**src/rtl/uart_pkg.sv**
```systemverilog
// Shared UART definitions: FSM state encoding, oversampling constants and frame defaults
// used by uart_rx and, later, uart_tx.
package uart_pkg;

    localparam logic [2:0] ENC_IDLE   = 3'd0;
    localparam logic [2:0] ENC_START  = 3'd1;
    localparam logic [2:0] ENC_DATA   = 3'd2;
    localparam logic [2:0] ENC_PARITY = 3'd3;
    localparam logic [2:0] ENC_STOP   = 3'd4;

    typedef enum logic [2:0] {
        IDLE   = ENC_IDLE,
        START  = ENC_START,
        DATA   = ENC_DATA,
        PARITY = ENC_PARITY,
        STOP   = ENC_STOP
    } state_e;

    localparam int OVERSAMPLE  = 16;
    localparam int MID_SAMPLE  = 7;

    localparam int DEF_NB_DATA = 8;
    localparam int DEF_SB_TICK = 16;

endpackage

```
**src/rtl/sync_2ff.sv**
```systemverilog
// Two-flop synchroniser for an asynchronous single-bit input; RESET_VAL sets the
// level both flops hold while in reset (1 for an idle-high serial line).
module sync_2ff #(
    parameter logic RESET_VAL = 1'b0
) (
    input  logic i_clk,
    input  logic i_reset,
    input  logic i_d,
    output logic o_q
);

    logic meta_q;
    logic sync_q;

    always_ff @(posedge i_clk or posedge i_reset) begin
        if (i_reset) begin
            meta_q <= RESET_VAL;
            sync_q <= RESET_VAL;
        end else begin
            meta_q <= i_d;
            sync_q <= meta_q;
        end
    end

    assign o_q = sync_q;

endmodule

```
**src/rtl/uart_rx.sv**
```systemverilog
// UART receiver, 16x oversampled, stepping only on i_tick strobes; LSB-first 8N1 frames.
// Define UART_RX_PARITY_EN to insert an even-parity bit between the data and stop bits.
module uart_rx
    import uart_pkg::*;
#(
    parameter int NB_DATA     = DEF_NB_DATA,
    parameter int SB_TICK     = DEF_SB_TICK,
    parameter int NB_TICK_CNT = 5
) (
    input  logic               i_clk,
    input  logic               i_reset,
    input  logic               i_tick,
    input  logic               i_rx,
    output logic [NB_DATA-1:0] o_data,
    output logic               o_rx_done,
    output logic               o_frame_err,
    output logic               o_parity_err
);

    localparam int NB_BIT_CNT = (NB_DATA > 1) ? $clog2(NB_DATA) : 1;

    localparam logic [NB_TICK_CNT-1:0] S_ONE  = NB_TICK_CNT'(1);
    localparam logic [NB_TICK_CNT-1:0] S_MID  = NB_TICK_CNT'(MID_SAMPLE);
    localparam logic [NB_TICK_CNT-1:0] S_BIT  = NB_TICK_CNT'(OVERSAMPLE - 1);
    localparam logic [NB_TICK_CNT-1:0] S_STOP = NB_TICK_CNT'(SB_TICK - 1);
    localparam logic [NB_BIT_CNT-1:0]  N_ONE  = NB_BIT_CNT'(1);
    localparam logic [NB_BIT_CNT-1:0]  N_LAST = NB_BIT_CNT'(NB_DATA - 1);

    state_e                 state_q, state_d;
    logic [NB_TICK_CNT-1:0] s_q, s_d;
    logic [NB_BIT_CNT-1:0]  n_q, n_d;
    logic [NB_DATA-1:0]     shift_q, shift_d;
    logic [NB_DATA-1:0]     data_q, data_d;
    logic                   frame_err_q, frame_err_d;
    logic                   rx_done_q, rx_done_d;
    logic                   rx_s;

    sync_2ff #(
        .RESET_VAL(1'b1)
    ) u_rx_sync (
        .i_clk  (i_clk),
        .i_reset(i_reset),
        .i_d    (i_rx),
        .o_q    (rx_s)
    );

    always_ff @(posedge i_clk or posedge i_reset) begin
        if (i_reset) begin
            state_q     <= IDLE;
            s_q         <= '0;
            n_q         <= '0;
            shift_q     <= '0;
            data_q      <= '0;
            frame_err_q <= 1'b0;
            rx_done_q   <= 1'b0;
        end else begin
            state_q     <= state_d;
            s_q         <= s_d;
            n_q         <= n_d;
            shift_q     <= shift_d;
            data_q      <= data_d;
            frame_err_q <= frame_err_d;
            rx_done_q   <= rx_done_d;
        end
    end

`ifdef UART_RX_PARITY_EN
    logic parity_bit_q, parity_bit_d;
    logic parity_err_q, parity_err_d;

    always_ff @(posedge i_clk or posedge i_reset) begin
        if (i_reset) begin
            parity_bit_q <= 1'b0;
            parity_err_q <= 1'b0;
        end else begin
            parity_bit_q <= parity_bit_d;
            parity_err_q <= parity_err_d;
        end
    end

    assign o_parity_err = parity_err_q;
`else
    assign o_parity_err = 1'b0;
`endif

    // Every state except IDLE advances only on tick cycles; the line is judged at mid-bit.
    always_comb begin
        state_d     = state_q;
        s_d         = s_q;
        n_d         = n_q;
        shift_d     = shift_q;
        data_d      = data_q;
        frame_err_d = frame_err_q;
        rx_done_d   = 1'b0;
`ifdef UART_RX_PARITY_EN
        parity_bit_d = parity_bit_q;
        parity_err_d = parity_err_q;
`endif
        case (state_q)
            IDLE: begin
                if (!rx_s) begin
                    state_d = START;
                    s_d     = '0;
                end
            end
            START: begin
                if (i_tick) begin
                    if (s_q == S_MID) begin
                        s_d     = '0;
                        n_d     = '0;
                        state_d = rx_s ? IDLE : DATA;
                    end else begin
                        s_d = s_q + S_ONE;
                    end
                end
            end
            DATA: begin
                if (i_tick) begin
                    if (s_q == S_BIT) begin
                        s_d     = '0;
                        shift_d = {rx_s, shift_q[NB_DATA-1:1]};
                        if (n_q == N_LAST) begin
`ifdef UART_RX_PARITY_EN
                            state_d = PARITY;
`else
                            state_d = STOP;
`endif
                        end else begin
                            n_d = n_q + N_ONE;
                        end
                    end else begin
                        s_d = s_q + S_ONE;
                    end
                end
            end
`ifdef UART_RX_PARITY_EN
            PARITY: begin
                if (i_tick) begin
                    if (s_q == S_BIT) begin
                        s_d          = '0;
                        parity_bit_d = rx_s;
                        state_d      = STOP;
                    end else begin
                        s_d = s_q + S_ONE;
                    end
                end
            end
`endif
            STOP: begin
                if (i_tick) begin
                    if (s_q == S_STOP) begin
                        data_d      = shift_q;
                        frame_err_d = ~rx_s;
                        rx_done_d   = 1'b1;
`ifdef UART_RX_PARITY_EN
                        parity_err_d = (^shift_q) ^ parity_bit_q;
`endif
                        state_d     = IDLE;
                    end else begin
                        s_d = s_q + S_ONE;
                    end
                end
            end
            default: begin
                state_d = IDLE;
            end
        endcase
    end

    assign o_data      = data_q;
    assign o_rx_done   = rx_done_q;
    assign o_frame_err = frame_err_q;

endmodule

```
**config.mk**
```make
export PLATFORM = sky130hd
export DESIGN_NAME = uart_rx
export DESIGN_NICKNAME = d
export VERILOG_FILES = /design/src/rtl/uart_pkg.sv /design/src/rtl/sync_2ff.sv /design/src/rtl/uart_rx.sv
export SDC_FILE = /design/constraint.sdc
export NUM_CORES = 1
export LEC_CHECK = 0
export CAP_MARGIN = 15
export CORE_ASPECT_RATIO = 1.75
export CORE_MARGIN = 3
export CORE_UTILIZATION = 46
export DETAILED_ROUTE_END_ITERATION = 12
export GPL_ROUTABILITY_DRIVEN = 1
export PLACE_DENSITY = 0.66
export SYNTH_ARGS = -nofsm -noshare
export SYNTH_HDL_FRONTEND = slang
export SYNTH_SLANG_ARGS = --single-unit
```
**constraint.sdc**
```tcl
create_clock -name i_clk -period 3.3 [get_ports i_clk]
set_input_delay 0.99 -clock i_clk [delete_from_list [all_inputs] [get_ports i_clk]]
set_output_delay 0.99 -clock i_clk [all_outputs]
set_load 0.02 [all_outputs]
```
=== Word-level counts from Yosys, hierarchy flattened ===
Index checks and enable logic that the tools add are counted.

* Bits of input ports: 4
* Flip-flop bits (word level): 31
* Word-level logic and storage cells: 63
* Output and inout port bits: 11

* Muxes and demuxes: 27
* Equality and inequality tests: 16
* Reduce and logical (&&, ||, !) cells: 8
* Bitwise gates (word level): 1
* Add/sub/neg operators: 2

{| class="wikitable"
|+ Operator list
! operator !! count
|-
| 3-bit 2-to-1 mux || 13
|-
| 5-bit 2-to-1 mux || 7
|-
| 2-bit inequality test (second input constant) || 10
|-
| 5-bit one-hot mux with 4 select lines || 1
|-
| 3-bit one-hot mux with 4 select lines || 1
|-
| 6-bit AND reduction || 2
|-
| 8-bit AND reduction || 1
|-
| 3-bit equality test (second input constant) || 2
|-
| 3-bit one-hot mux with 2 select lines || 1
|-
| 3-bit AND reduction || 2
|-
| 5-bit by 1-bit adder with 5-bit output (second input constant) || 1
|-
| 5-bit by 3-bit equality test with 1-bit output (second input constant) || 1
|-
| 5-bit by 4-bit equality test with 1-bit output (second input constant) || 1
|-
| 4-bit nonzero test || 1
|-
| 3-bit by 1-bit adder with 3-bit output (second input constant) || 1
|-
| 3-bit by 1-bit equality test with 1-bit output (second input constant) || 1
|-
| 3-bit by 2-bit equality test with 1-bit output (second input constant) || 1
|-
| 3-bit zero test || 1
|-
| 1-bit 2-to-1 mux || 3
|-
| 2-bit 2-to-1 mux || 1
|-
| 2-bit nonzero test || 1
|-
| 1-bit inverter || 1
|}

=== Longest topological paths before layout ===
* Word-level depth: 5
* Gate-level depth with buffers: 7

=== Cells and area by module ===
Synthesis repeated with hierarchy kept, for this count alone.

* Cells, all modules: 131
* Area, all modules: 1557.7 sq um

{| class="wikitable"
|+ Modules (own cells, without submodules)
! module !! cells each !! seq. area each (sq um) !! times used !! area each (sq um)
|-
| uart_rx || 128 || 725.7 || 1 || 1501.4
|-
| sync_2ff || 3 || 52.6 || 1 || 56.3
|}

=== Worst setup path after synthesis ===
Ideal clock, no wire load.

* Path type: input port to flip-flop
* Start point: input port i_tick
* End point: register state_q[1]
* Setup slack: 1214 ps
* Library setup time: 128 ps
* Path buffers: 1
* Cell stages on the path: 5
* Data arrival time: 1959 ps
* Cells stage by stage: buf_2 -> nand3_1 -> o2111a_1 -> a211oi_2 -> mux2_1

* Longest elaborated chain between the ends: 2

{| class="wikitable"
|+ Ends and longest elaborated chain
! item !! RTL line !! source
|-
| from (decl) || uart_rx.sv:12 || <nowiki>input logic i_tick,</nowiki>
|-
| 2-bit inequality test (no source line) || -- ||
|-
| 8-bit AND reduction (no source line) * || -- ||
|-
| to (signal assigned) || uart_rx.sv:57 || <nowiki>state_q <= state_d;</nowiki>
|-
| to (decl) || uart_rx.sv:29 || <nowiki>state_e state_q, state_d;</nowiki>
|}

Mark *: on every way between the ends. The rest lies on a longest branch, timed or not.
A chain may end at the register's enable or synchronous reset.

=== Final worst setup path ===
Same ends and word-level chain as after synthesis.

==> flow_metrics.py <==
metrics = {
    "status": {
        "status": "finished, final reports clean",
    },
    "setup_path": {
        "rr_worst_depth": 4,
        "worstPathRequired_ns": 3.46,
        "crit_type": "input pin to flop",
        "cp-end-kind": "flop",
        "r2r_end": "o_data[6]",
        "critPathSlowestCell": "clkdlybuf4s50_1",
        "worstPathCellList": "clkdlybuf4s50_1 > nor4b_1 > or2_1 > a211oi_2 > mux2_1",
        "reg2reg_slack_ns": 1.24,
        "reg2reg_from": "s_q[0]",
        "slowest_delay_ns": 0.73,
        "cp_max_fo": 11,
        "crit_path_start_kind": "input pin",
        "worst-path-stages": 5,
        "arrival_ns": 2.62,
        "path_buf_inv": 1,
        "cp_top_family": "buffers and inverters",
    },
    "worst_hold_path": {
        "hold_depth": 0,
        "min_from": "u_rx_sync.meta_q",
        "hold_path.class": "flop to flop",
        "holdPathEnd": "u_rx_sync.o_q",
    },
    "timing": {
        "fin_crit_sh_pct": 74.6,
        "rsz0062_at_grt": "no",
        "fin_setup_tns_ns": 0,
        "post-route-min-period_ns": 2.46,
        "timing.slew.headroom_pct": 64.5,
        "setup_viol": 0,
        "max_freq_ghz": 0.406,
        "slew_viol_final": 0,
        "finalClockSkew_ns": 0.00772,
        "worst_pin_slew_ns": 0.532,
        "hold_violations": 0,
    },
    "layout": {
        "n_fill_cell": 306,
        "syn_to_final_growth_pct": 13.1,
        "nets": 152,
        "antenna_cells": 0,
        "drive_gt1_share_pct": 16.6,
        "final_cell_mix": "dfrtp_1, clkdlybuf4s50_1, mux2_1",
        "layout_commonest_cell": "dfrtp_1",
        "stdcell_count": 188,
    },
    "cts": {
        "cts_tree": "built",
        "post_cts_buffers": 0,
        "cts.sinks": 31,
        "clk_latency_ns": 0.28,
        "path_clk_slew_ns": 0.07,
        "cts_made_buffers": 5,
        "clockBufferDepth": 2,
        "cts_root_buf": "clkbuf_8",
        "cts_max_level": 2,
        "cts_resized": 0,
        "postCtsHoldBufs": 0,
    },
    "synthesis": {
        "synthDistinctLibCells": 45,
        "synth-adder-area-share_pct": 3.12,
        "synth_ff_type": "dfrtp_1",
        "synth_simple_gate_area_share_pct": 13.6,
        "yosysWarnings": 0,
        "synthXorXnorAreaFrac_pct": 1.64,
        "synth_seq_cells": 31,
        "synthArstFlopShare_pct": 100,
        "synth-compound-area-share_pct": 10.9,
        "netlist_area_mm2": 0.00160,
        "synth_nets": 139,
        "ys_seq_area_share_pct": 48.6,
        "synth_top_family_by_area": "multiplexers",
        "synth_edf_count": 0,
        "avgSynthCellArea_um2": 12.2,
        "synth.area.mux_share_pct": 16.2,
        "synthCells": 131,
    },
    "route": {
        "remaining_drc_errors": 0,
        "firstDrtPassIters": 4,
        "drt-wirelength-per-cell_um": 15.7,
        "viasPerCell": 5.53,
        "drt_wl_total_mm": 2.95,
        "vias": 1040,
        "drt_iter0_drc": 26,
        "antenna_left": 0,
    },
    "floorplan": {
        "dieArea_mm2": 0.00426,
        "die_w_um": 50.6,
        "initial_core_util_pct": 49.4,
        "core_mm2": 0.00324,
        "rows": 27,
        "io_pins": 15,
        "die_h_um": 84.1,
    },
    "placed_design": {
        "dp_hpwl_mm": 2.17,
        "gp_congestion": 0.901,
        "io_buffers": 13,
        "placed_cells": 180,
    },
    "pwr": {
        "powerDensity_mw_per_mm2": 605,
        "leakagePower_nw": 0.820,
        "ir_drop_mv": 0.347,
    },
    "global_route": {
        "track_usage_pct": 16.3,
        "grt_pass1_vias": 1139,
        "grt_pass1_wl_mm": 5.27,
        "antenna_found_initial": 0,
        "grt_max_degree": 18,
        "grt_overflow_total": 0,
    },
    "run": {
        "maxCapViolCount": 0,
    },
}
-- kinds of logic after synthesis --
group,count (synthesis)
simple gates,33
flops,31
compound gates,23
mux,21
buf+inv,15
fa+ha+maj,4
xor+xnor,3
other cells,1
-- state kept, by name, indices dropped and copies added, names as in the netlist --
signal,cells
o_rx_done,1
state_q,3
o_frame_err,1
shift_q,8
s_q,5
u_rx_sync.meta_q,1
o_data,8
n_q,3
u_rx_sync.o_q,1
-- power breakdown --
group          leakage [nW]  total [mW]  switching (mW)  internal [mW]
clock                0.0412       0.284           0.137          0.147
combinational         0.371       0.296           0.155          0.141
sequential            0.408       0.517          0.0881          0.429
-- cell type report --
cell class / instances / area (µm²) / share of cell area, %
sequential: 31 / 778 / 42.9
multi-input combinational: 85 / 732 / 40.4
timing repair buffer: 14 / 138 / 7.59
clock buffer: 6 / 72.6 / 4.00
tap: 43 / 53.8 / 2.97
inverter: 7 / 26.3 / 1.45
clock inverter: 2 / 12.5 / 0.690
-- how the worst max path moves through the flow --
stage | from | endpoint | slack [ns]
2_1_floorplan | i_tick | state_q[1] | 1.21
3_3_place_gp | i_tick | state_q[1] | 0.60
3_5_place_dp | i_tick | state_q[1] | 0.53
4_1_cts | i_tick | state_q[1] | 0.83
5_1_grt | i_tick | state_q[1] | 0.73
6_report | i_tick | state_q[1] | 0.84
-- Yosys cell counts (4+ instances only) --
library cell,n,share of area [%]
dfrtp_1,29,45
mux2_4,7,6.6
mux2_1,11,7.7
inv_1,6,1.4
nand3_1,5,1.6
nand2_1,8,1.9
ha_1,4,3.1
-- layer usage --
layer,routed length (µm),global-route usage [%],vias up
li1,-,-,497
met1,1180,17.6,512
met2,1580,27.6,21
met3,103,5.01,10
met4,90,8.82,0
met5,0,0,-
-- through the flow --
step | area, µm² | hold slack [ns] | total power, mW | worst slack, ns | util [%]
3_3_place_gp | 1730 | 0.347 | 0.805 | 0.603 | 53.3
2_1_floorplan | 1600 | 0.345 | 0.775 | 1.21 | -
5_1_grt | 1810 | 0.359 | 1.18 | 0.728 | 55.9
3_5_place_dp | 1730 | 0.347 | 0.820 | 0.535 | 53.3
4_1_cts | 1810 | 0.357 | 1.11 | 0.834 | 55.9
6_report | 1810 | 0.357 | 1.10 | 0.839 | 55.9
Power figures use the tool's default switching activity.
